==> config.mk <==
export PLATFORM = sky130hd
export DESIGN_NAME = vga_sync_gen_flat
export DESIGN_NICKNAME = d
export VERILOG_FILES = /design/src/rtl/vga_sync_gen_if.sv /design/src/rtl/vga_sync_gen.sv /design/src/flat_wrapper.sv
export SDC_FILE = /design/constraint.sdc
export NUM_CORES = 1
export LEC_CHECK = 0
export ABC_AREA = 1
export CAP_MARGIN = 20
export CORE_ASPECT_RATIO = 1.25
export CORE_MARGIN = 5
export CORE_UTILIZATION = 55
export CTS_CLUSTER_SIZE = 40
export DETAILED_ROUTE_END_ITERATION = 10
export PLACE_DENSITY = 0.84
export SLEW_MARGIN = 15
export SYNTH_ARGS = -nofsm -noshare
export SYNTH_HDL_FRONTEND = slang
export SYNTH_SLANG_ARGS = --single-unit
==> constraint.sdc <==
create_clock -name clk -period 2.8 [get_ports clk]
set_input_delay 0.56 -clock clk [delete_from_list [all_inputs] [get_ports clk]]
set_output_delay 0.56 -clock clk [all_outputs]
set_load 0.02 [all_outputs]
==> src/rtl/vga_sync_gen_if.sv <==
// vga_sync_gen_if: raster control inputs and timing outputs of the VGA sync generator.
// Define VGA_FRAME_CNT_EN to add the frame_cnt signal.
interface vga_sync_gen_if #(
  parameter int CNT_W = 10
`ifdef VGA_FRAME_CNT_EN
  , parameter int FRAME_W = 8
`endif
);
  logic en;
  logic pix_en;
  logic hsync;
  logic vsync;
  logic de;
  logic [CNT_W-1:0] x;
  logic [CNT_W-1:0] y;
  logic line_start;
  logic frame_start;
`ifdef VGA_FRAME_CNT_EN
  logic [FRAME_W-1:0] frame_cnt;
`endif
  modport master (
    input  en, pix_en,
    output hsync, vsync, de, x, y, line_start, frame_start
`ifdef VGA_FRAME_CNT_EN
    , frame_cnt
`endif
  );
  modport slave (
    output en, pix_en,
    input  hsync, vsync, de, x, y, line_start, frame_start
`ifdef VGA_FRAME_CNT_EN
    , frame_cnt
`endif
  );
endinterface

==> src/rtl/vga_sync_gen.sv <==
// vga_sync_gen: VGA raster timing generator (x/y counters, syncs, de, line/frame strobes).
// Define VGA_FRAME_CNT_EN to add a wrapping frame counter.
module vga_sync_gen #(
  parameter int H_ACTIVE = 640,
  parameter int H_FP     = 24,
  parameter int H_SYNC   = 40,
  parameter int H_BP     = 128,
  parameter int V_ACTIVE = 480,
  parameter int V_FP     = 9,
  parameter int V_SYNC   = 3,
  parameter int V_BP     = 28,
  parameter bit H_POL    = 1'b0,
  parameter bit V_POL    = 1'b0,
  parameter int CNT_W    = 10
`ifdef VGA_FRAME_CNT_EN
  , parameter int FRAME_W = 8
`endif
) (
  input logic clk,
  input logic rst_n,
  vga_sync_gen_if.master bus
);
  localparam int H_TOTAL = H_ACTIVE + H_FP + H_SYNC + H_BP;
  localparam int V_TOTAL = V_ACTIVE + V_FP + V_SYNC + V_BP;
  localparam int HS_LO = H_ACTIVE + H_FP;
  localparam int HS_HI = HS_LO + H_SYNC;
  localparam int VS_LO = V_ACTIVE + V_FP;
  localparam int VS_HI = VS_LO + V_SYNC;
  localparam logic [CNT_W-1:0] X_LAST = CNT_W'(H_TOTAL - 1);
  localparam logic [CNT_W-1:0] Y_LAST = CNT_W'(V_TOTAL - 1);

  function automatic logic in_rng(input logic [CNT_W-1:0] v, input int lo, input int hi);
    return int'(v) >= lo && int'(v) < hi;
  endfunction

  logic adv, x_wrap, y_wrap;
  logic [CNT_W-1:0] x_n, y_n;
  logic hs_n, vs_n, de_n, ls_n, fs_n;

  // Levels decode the next-state counters so they line up with x/y; pix_en=0 holds them.
  always_comb begin
    adv    = bus.en && bus.pix_en;
    x_wrap = bus.x == X_LAST;
    y_wrap = bus.y == Y_LAST;
    x_n    = !bus.en ? '0 : !bus.pix_en ? bus.x : x_wrap ? '0 : bus.x + 1'b1;
    y_n    = !bus.en ? '0 : !(adv && x_wrap) ? bus.y : y_wrap ? '0 : bus.y + 1'b1;
    de_n   = !bus.en ? 1'b0 : !bus.pix_en ? bus.de : in_rng(x_n, 0, H_ACTIVE) && in_rng(y_n, 0, V_ACTIVE);
    hs_n   = !bus.en ? ~H_POL : !bus.pix_en ? bus.hsync : in_rng(x_n, HS_LO, HS_HI) ? H_POL : ~H_POL;
    vs_n   = !bus.en ? ~V_POL : !bus.pix_en ? bus.vsync : in_rng(y_n, VS_LO, VS_HI) ? V_POL : ~V_POL;
    ls_n   = adv && x_wrap;
    fs_n   = ls_n && y_wrap;
  end

  always_ff @(posedge clk or negedge rst_n) begin
    if (!rst_n) begin
      bus.x           <= '0;
      bus.y           <= '0;
      bus.de          <= 1'b0;
      bus.hsync       <= ~H_POL;
      bus.vsync       <= ~V_POL;
      bus.line_start  <= 1'b0;
      bus.frame_start <= 1'b0;
    end else begin
      bus.x           <= x_n;
      bus.y           <= y_n;
      bus.de          <= de_n;
      bus.hsync       <= hs_n;
      bus.vsync       <= vs_n;
      bus.line_start  <= ls_n;
      bus.frame_start <= fs_n;
    end
  end

`ifdef VGA_FRAME_CNT_EN
  always_ff @(posedge clk or negedge rst_n) begin
    if (!rst_n) bus.frame_cnt <= '0;
    else bus.frame_cnt <= !bus.en ? '0 : fs_n ? bus.frame_cnt + 1'b1 : bus.frame_cnt;
  end
`endif
endmodule
==> src/flat_wrapper.sv <==
// flat-port wrapper written by rule: the top's interface ports become plain ports
module vga_sync_gen_flat 
#(
  parameter int H_ACTIVE = 640,
  parameter int H_FP     = 24,
  parameter int H_SYNC   = 40,
  parameter int H_BP     = 128,
  parameter int V_ACTIVE = 480,
  parameter int V_FP     = 9,
  parameter int V_SYNC   = 3,
  parameter int V_BP     = 28,
  parameter bit H_POL    = 1'b0,
  parameter bit V_POL    = 1'b0,
  parameter int CNT_W    = 10

)
  (clk, rst_n, bus_en, bus_pix_en, bus_hsync, bus_vsync, bus_de, bus_x, bus_y, bus_line_start, bus_frame_start);
  vga_sync_gen_if #(.CNT_W(CNT_W)) bus_i ();
  input logic clk;
  input logic rst_n;
  input wire logic [$bits(bus_i.en)-1:0] bus_en;
  input wire logic [$bits(bus_i.pix_en)-1:0] bus_pix_en;
  output wire logic [$bits(bus_i.hsync)-1:0] bus_hsync;
  output wire logic [$bits(bus_i.vsync)-1:0] bus_vsync;
  output wire logic [$bits(bus_i.de)-1:0] bus_de;
  output wire logic [$bits(bus_i.x)-1:0] bus_x;
  output wire logic [$bits(bus_i.y)-1:0] bus_y;
  output wire logic [$bits(bus_i.line_start)-1:0] bus_line_start;
  output wire logic [$bits(bus_i.frame_start)-1:0] bus_frame_start;
  assign bus_i.en = bus_en;
  assign bus_i.pix_en = bus_pix_en;
  assign bus_hsync = bus_i.hsync;
  assign bus_vsync = bus_i.vsync;
  assign bus_de = bus_i.de;
  assign bus_x = bus_i.x;
  assign bus_y = bus_i.y;
  assign bus_line_start = bus_i.line_start;
  assign bus_frame_start = bus_i.frame_start;
  vga_sync_gen #(.H_ACTIVE(H_ACTIVE), .H_FP(H_FP), .H_SYNC(H_SYNC), .H_BP(H_BP), .V_ACTIVE(V_ACTIVE), .V_FP(V_FP), .V_SYNC(V_SYNC), .V_BP(V_BP), .H_POL(H_POL), .V_POL(V_POL), .CNT_W(CNT_W)) u_core (.clk(clk), .rst_n(rst_n), .bus(bus_i));
endmodule
# --- After elaboration in Yosys (flattened, before gate mapping) ---
# Cells that the tools add are included.
op_classes:
  magnitude_cmp: 6
  n_eq_ne: 3
  n_addsub: 2
  mux: 14
  reduce_logical: 6
op_table:
  columns: ["operator", "count"]
  rows:
  - ["$mux W10", 6]
  - ["$add A10 B1 Y10 const B", 2]
  - ["$eq A10 B10 Y1 const B", 2]
  - ["$lt A10 B10 Y1 const B", 2]
  - ["$lt A10 B9 Y1 const B", 2]
  - ["$ge A10 B10 Y1 const B", 1]
  - ["$ge A10 B9 Y1 const B", 1]
  - ["$mux W1", 8]
  - ["$logic_and A1 B1 Y1", 6]
  - ["$ne A2 B1 Y1 const B", 1]
totals:
  inputBits: 4
  regBits: 25
  out_inout_bits: 25
  word_cells: 38

# --- Longest topological paths before layout ---
# Gate-level depths: netlist of the first run.
depth:
  depth_word: 9
  mapped_depth: 12
  mapped_depth_nobuf: 12

# --- Worst setup path before layout of the first run ---
# OpenSTA, ideal clock, no wires.
synth_path:
  path_type: "flip-flop to flip-flop"
  from: "register u_core.bus.x[0]"
  to: "register u_core.bus.de"
  setup_slack_ns: 1.063
  setup_time_ns: 0.117
  path_stages_with_launch: 12
  t_required_ns: 2.683
  path_buffers: 1
  t_arrival_ns: 1.620
  synth_period_minus_slack_ns: 1.737
  cell_sequence: "dfrtp_1 -> ha_1 -> nand2_1 -> nor2_4 -> nand3_4 -> buf_6 -> o21bai_4 -> nand2_2 -> nor2_1 -> nand3_1 -> nand3_1 -> nand2_1"
synth_via:
  elab_chain_len: 8
  elab_cells_between_ends: 13
  classes_between: "1 x add/sub; 2 x order compare; 1 x eq/ne; 7 x mux; 2 x reduce/logical"
synth_lines:
  columns: ["element", "line_no", "text"]
  rows:
  - ["start, declared", "vga_sync_gen_if.sv:23", "output hsync, vsync, de, x, y, line_start, frame_start"]
  - ["start signal, assigned", "vga_sync_gen.sv:64", "bus.x <= x_n;"]
  - ["$add A10 B1 Y10 or $eq A10 B10 Y1 (tied branches)", "vga_sync_gen.sv:45, vga_sync_gen.sv:43", null]
  - ["$mux W10 or $logic_and A1 B1 Y1 (tied branches)", "vga_sync_gen.sv:45, vga_sync_gen.sv:46", null]
  - ["$mux W10 (on tied branches) (2 in a row)", "vga_sync_gen.sv:45, vga_sync_gen.sv:46", null]
  - ["$lt A10 B10 Y1 or $lt A10 B9 Y1 (tied branches)", "vga_sync_gen.sv:33", "return int'(v) >= lo && int'(v) < hi;"]
  - ["$logic_and A1 B1 Y1 (*)", "vga_sync_gen.sv:47", "de_n = !bus.en ? 1'b0 : !bus.pix_en ? bus.de : in_rng(x_n, 0, H_ACTIVE) && in_rng(y_n, 0, V_ACTIVE);"]
  - ["$mux W1 (*) (2 in a row)", "vga_sync_gen.sv:47", null]
  - ["end signal, assigned", "vga_sync_gen.sv:66", "bus.de <= de_n;"]
  - ["end, declared", "vga_sync_gen_if.sv:23", null]
# Every way passes the cells marked *; elsewhere a longest branch is shown, timed or not. The select of a mux whose other input is x is not followed.
# A chain may end at the register's enable or synchronous reset.

# --- Worst setup path after layout of the first run ---
layout_path:
  from: "register u_core.bus.hsync"
  to: "output bus_hsync"
layout_rtl:
  columns: ["element", "line_no", "text"]
  rows:
  - ["start, declared", "vga_sync_gen_if.sv:23", null]
  - ["start signal, assigned", "vga_sync_gen.sv:59", "bus.hsync <= ~H_POL;"]
  - ["start signal, assigned", "vga_sync_gen.sv:67", "bus.hsync <= hs_n;"]
  - ["end, declared", "flat_wrapper.sv:23", "output wire logic [$bits(bus_i.hsync)-1:0] bus_hsync;"]
# No word-level cell between the ends.

==> flow_summary.ini, run 1 <==
[critical_path]
crit_arrival_ns = 1.47
path_max_fanout = 2
cp-startpoint = u_core.bus.hsync
timing.rr.end = u_core.bus.de
worst_path_max_delay_cell = clkdlybuf4s50_1
path_buf_inv = 1
critical_path.cell_chain = clkdlybuf4s50_1
critical-path-top-delay-family = buffers and inverters
reg2reg_setup_slack_ns = 0.96
cp-end-kind = output pin
cp.required_ns = 2.24
max_stage_delay_ns = 0.59
startpoint_type = flop
crit_type = reg -> out
r2r_cells = 12
path_depth = 1
endpoint = bus_hsync
worstReg2RegStart = u_core.bus.x[0]

[logic_synthesis]
synth_top_cell_by_area = dfrtp_1
synth_area_leaders = dfrtp_1 (37%), nand2_1 (17%), nand3_1 (8.4%), nor2_1 (8.2%), inv_1 (7.5%)
syn_nets = 232
ys_seq_elements = 25
synth-edff-count = 0
synth_cells = 226
yosysMostFrequentCell = nand2_1
synth_common_cells = nand2_1 (69), nor2_1 (34), inv_1 (31)
synth_area_per_cell_sq_um = 6.86
async_flop_share_pct = 100
synth_top_area_share_pct = 37.1
dominantRegCellSynth = dfrtp_1
synth_cell_types = 24
synthesis.area_sq_um = 1550
yosysWarnings = 0
yosysSeqAreaShare_pct = 40.5

[routing]
postRouteAntennaNets = 0
route.detailed.drc = 0
drt_iter0_drc = 60
vias = 1559
routedWlPerCell_microns = 12.7
viasPerCell = 5.34
first_pass_iters = 4
routed_wirelength_microns = 3710

[layout]
drive_gt1_share_pct = 9.30
fin_area_sq_um = 1900
fillers = 241
register_area_sq_um = 628
multi_input_area_sq_um = 767
nNetsFinal = 265
area_growth_pct = 22.4
antenna_cells = 0

[pwr]
p_seq_share_pct = 63.5
p_clk_share_pct = 28.5
p_per_area_nw_per_um2 = 307
power_switching_w = 0.000143
p_leak_nw = 0.978
p_sw_share_pct = 24.6
internal_power_w = 0.000439
vdd_drop_max_v = 0.000290
p_comb_share_pct = 8.0
power.total_w = 0.000582

[timing]
rsz0062_at_grt = no
skew_ns = 0.00622
setup-tns-final_ns = 0
relSlewSlack_pct = 78.3
tightest_slew_ns = 0.325
drv_slew = 0
fin_crit_ns = 2.03
period_share_pct = 72.4
max_freq_mhz = 493
setup_viol = 0
hold_viol = 0

[placed_design]
post-dp-hpwl_microns = 2870
place_area_sq_um = 1870
place_congestion = 0.848
io_buffer_count = 28

[grt]
grt_max_degree = 26
overflow = 0
antenna_found_initial = 0
grt_pass1_wl_microns = 6390
grt_use_total_pct = 19.9
first_global_vias = 1443

[floorplanning]
rows = 21
core_area_sq_um = 2710
initial_core_util_pct = 57.3
die_area_sq_um = 3990
io-pin-count = 29
die_w_microns = 57.5
die_h_microns = 69.4

[clock_tree]
clock-root-buffer = clkbuf_4
clockBufferDepth = 2
cts_tree = built
hold_buffers = 0
clk_pin_slew_ns = 0.13
clock-sinks = 25
cts_setup_buffers = 0
clkLatencyLatePin_ns = 0.33
htree_levels = 1
cts-buffers-inserted = 3
post_cts_resize_count = 0

[run]
drv_cap = 0

[min_path]
hold_depth = 2
hp-class = reg -> reg

[outcome]
outcome = complete, no violations
## worst min-delay path, stage by stage (launching register included)
cell and delay (ns):
dfstp_2 0.39, nand2_1 0.05, nand2_1 0.05
## power by group through the flow
stage / sequential, W / clock (W) / combinational, W
3_3_place_gp: 0.000377 / 0 / 0.0000464
5_1_grt: 0.000371 / 0.000180 / 0.0000505
6_report: 0.000370 / 0.000166 / 0.0000463
2_1_floorplan: 0.000382 / 0 / 0.0000137
3_5_place_dp: 0.000377 / 0 / 0.0000465
4_1_cts: 0.000370 / 0.000169 / 0.0000468
## through the flow
stage          worst slack (ns)  hold WS [ns]  std cells  utilization (%)
2_1_floorplan              1.06         0.264        226                -
3_3_place_gp              0.490         0.459        288             69.2
3_5_place_dp              0.467         0.460        288             69.2
4_1_cts                   0.758         0.481        292             70.1
5_1_grt                   0.629         0.488        292             70.1
6_report                  0.773         0.478        292             70.1
## metal layers
| layer | share of wire (%) | vias to the layer above | track usage [%] |
|---|---|---|---|
| met2 | 49 | 65 | 32.9 |
| met1 | 42 | 707 | 25.4 |
| met3 | 5.2 | 12 | 2.23 |
| met4 | 2.9 | 0 | 9.02 |
| li1 | - | 775 | - |
| met5 | 0 | - | 0 |
## final cells by class
class                      instances  share of cell area, %
clock buffer                       4                   1.38
inverter                          37                   7.32
multi-input combinational        162                   40.4
sequential                        25                   33.1
tap                               34                   2.24
timing repair buffer              30                   15.6
## placed cells by master (no fill, tap or decap)
cell             Yosys  final
o21bai_1             2      2
dfrtp_1             23     23
nor2_4               2      2
clkdlybuf4s50_1      0     28
nor2_2               4      4
xnor2_1              1      1
inv_1               31     31
o21ai_0              4      4
o31ai_1              1      1
a21oi_1              2      2
nand3_4              1      1
nor2_1              34     34
o21bai_4             1      1
nand3_2              1      1
inv_2                6      6
buf_4                0      2
nand2_1             69     69
nand3_1             26     26
nor3_1               5      5
dfstp_2              2      2
clkbuf_1             0      1
a22oi_1              1      1
nand2_2              2      2
clkbuf_4             0      3
nand4_1              4      4
ha_1                 2      2
## flip-flops by register name (all words and copies together), names as in the netlist
name and count:
u_core.bus.x 10, u_core.bus.line_start 1, u_core.bus.vsync 1, u_core.bus.y 10, u_core.bus.frame_start 1, u_core.bus.de 1, u_core.bus.hsync 1
## how the worst min path moves through the flow
stage / from / to / slack, ns
2_1_floorplan: rst_n / u_core.bus.de / 0.26
5_1_grt: u_core.bus.hsync / u_core.bus.hsync / 0.49
6_report: u_core.bus.hsync / u_core.bus.hsync / 0.48
4_1_cts: u_core.bus.hsync / u_core.bus.hsync / 0.48
3_3_place_gp: u_core.bus.hsync / u_core.bus.hsync / 0.46
3_5_place_dp: u_core.bus.hsync / u_core.bus.hsync / 0.46
## kinds of logic (layout without fill, tap and decap cells)
family | after synthesis | in the layout | synth area share, %
flops | 25 | 25 | 40.5
xor+xnor | 1 | 1 | 0.565
simple gates | 148 | 148 | 42.2
fa+ha+maj | 2 | 2 | 1.61
buf+inv | 39 | 71 | 10.0
compound gates | 11 | 11 | 5.09
(Power assumes the default switching activity.)
==> run 2, diff against run 1 <==
- CORE_UTILIZATION: 55 -> 52
- PLACE_DENSITY: 0.84 -> 0.8
- clock period: 2.8 -> 2 ns (I/O delays scaled with it)
==> flow_summary.ini, run 2 (synthesis gave the netlist of run 1 again) <==
[outcome]
outcome = complete, no violations

[clock_tree]
cts_setup_buffers = 0
clkLatencyLatePin_ns = 0.32
htree_levels = 1
clock-root-buffer = clkbuf_4
clock-sinks = 25
cts-buffers-inserted = 3
clockBufferDepth = 2
cts_tree = built
clk_pin_slew_ns = 0.13

[timing]
drv_slew = 0
relSlewSlack_pct = 78.2
period_share_pct = 94.3
hold_viol = 0
tightest_slew_ns = 0.326
max_freq_mhz = 530
timing.hold.ws_ns = 0.421
fin_crit_ns = 1.89
rsz0062_at_grt = no
setup_viol = 0
skew_ns = 0.00176

[pwr]
p_leak_nw = 1.01
p_per_area_nw_per_um2 = 421
vdd_drop_max_v = 0.000413

[layout]
stdcell_count = 300
drive_gt1_share_pct = 11.7
final_core_util_pct = 66.7
area_growth_pct = 25.6
layout_commonest_cell = nand2_1
nNetsFinal = 271
fillers = 253
antenna_cells = 0
layout_common_cells = nand2_1 (69), nor2_1 (34), inv_1 (31), clkdlybuf4s50_1 (28), nand3_1 (26)
top_regs = u_core.bus.x (10), u_core.bus.y (10)

[min_path]
hp-class = in -> async

[run]
drv_cap = 0

[grt]
antenna_found_initial = 0
first_global_vias = 1418
grt_use_total_pct = 18.8
grt_pass1_wl_microns = 6200
overflow = 0
grt_max_degree = 26

[routing]
viasPerCell = 5.00
routed_wirelength_microns = 3720
drt_iter0_drc = 56
route.detailed.drc = 0
routedWlPerCell_microns = 12.4
first_pass_iters = 4
postRouteAntennaNets = 0
vias = 1500

[placed_design]
post-dp-hpwl_microns = 2950
place_congestion = 0.863
io_buffer_count = 28
placed_cells = 296

[critical_path]
worst_path_max_delay_cell = clkdlybuf4s50_1
cp-end-kind = output pin
path_buf_inv = 1
path_max_fanout = 2
cp.required_ns = 1.60
startpoint_type = flop
max_stage_delay_ns = 0.60
critical-path-top-delay-family = buffers and inverters
crit_type = reg -> out
critical_path.cell_chain = clkdlybuf4s50_1
crit_arrival_ns = 1.49

[floorplanning]
rows = 22
io-pin-count = 29
die_w_microns = 58.8
die_area_sq_um = 4180
die_h_microns = 71.0
initial_core_util_pct = 53.1
core_area_sq_um = 2920
run 2: cell types whose count changed in the layout (fill, tap and decap cells not counted), sizes merged:
cell	before	now
buf	2	8
run 2: path summary, 6_finish.rpt:
| kind | end | start | cells after the start | slack, ns |
|---|---|---|---|---|
| min reg2reg | u_core.bus.hsync | u_core.bus.hsync | 2 | 0.48 |
| min | u_core.bus.x[4] | rst_n | 2 | 0.42 |
| min in group clk | u_core.bus.hsync | u_core.bus.hsync | 2 | 0.48 |
| max in group asynchronous | u_core.bus.hsync | rst_n | 2 | 1.28 |
| max reg2reg | u_core.bus.vsync | u_core.bus.x[0] | 12 | 0.23 |
| max | bus_vsync | u_core.bus.vsync | 1 | 0.11 |
run 2: area by class of cell:
type,instances,area [sq um],share of cell area [%]
multi-input combinational,162,767,39.4
sequential,25,629,32.3
timing repair buffer,36,340,17.5
inverter,37,139,7.13
tap,36,45.0,2.31
clock buffer,4,26.3,1.35
run 2: power by group:
group,switching [W],internal [W]
combinational,0.0000432,0.0000301
sequential,0.00000697,0.000513
clock,0.000148,0.0000782
run 2: what timing repair did:
action | CTS | global route
gates resized for setup | 0 | 1
hold endpoints to repair | 0 | 0
setup endpoints to repair | 0 | 2
hold buffers | 0 | 0
run 2: stage by stage:
stage | instance area [sq um] | power, W | TNS [ns] | setup slack [ns]
after floorplan | 1550 | 0.000554 | 0 | 0.263
after global placement | 1920 | 0.000601 | -0.0957 | -0.0531
after detailed placement | 1920 | 0.000602 | -0.110 | -0.0608
after CTS | 1950 | 0.000821 | 0 | 0.104
after global routing | 1950 | 0.000846 | 0 | 0.0244
final | 1950 | 0.000819 | 0 | 0.114
run 2: routing by layer:
metal	part of all wire [%]	GRT usage [%]
met5	0	0
met4	1.5	7.05
met3	4.5	2.19
met2	50	32.7
met1	44	23.3
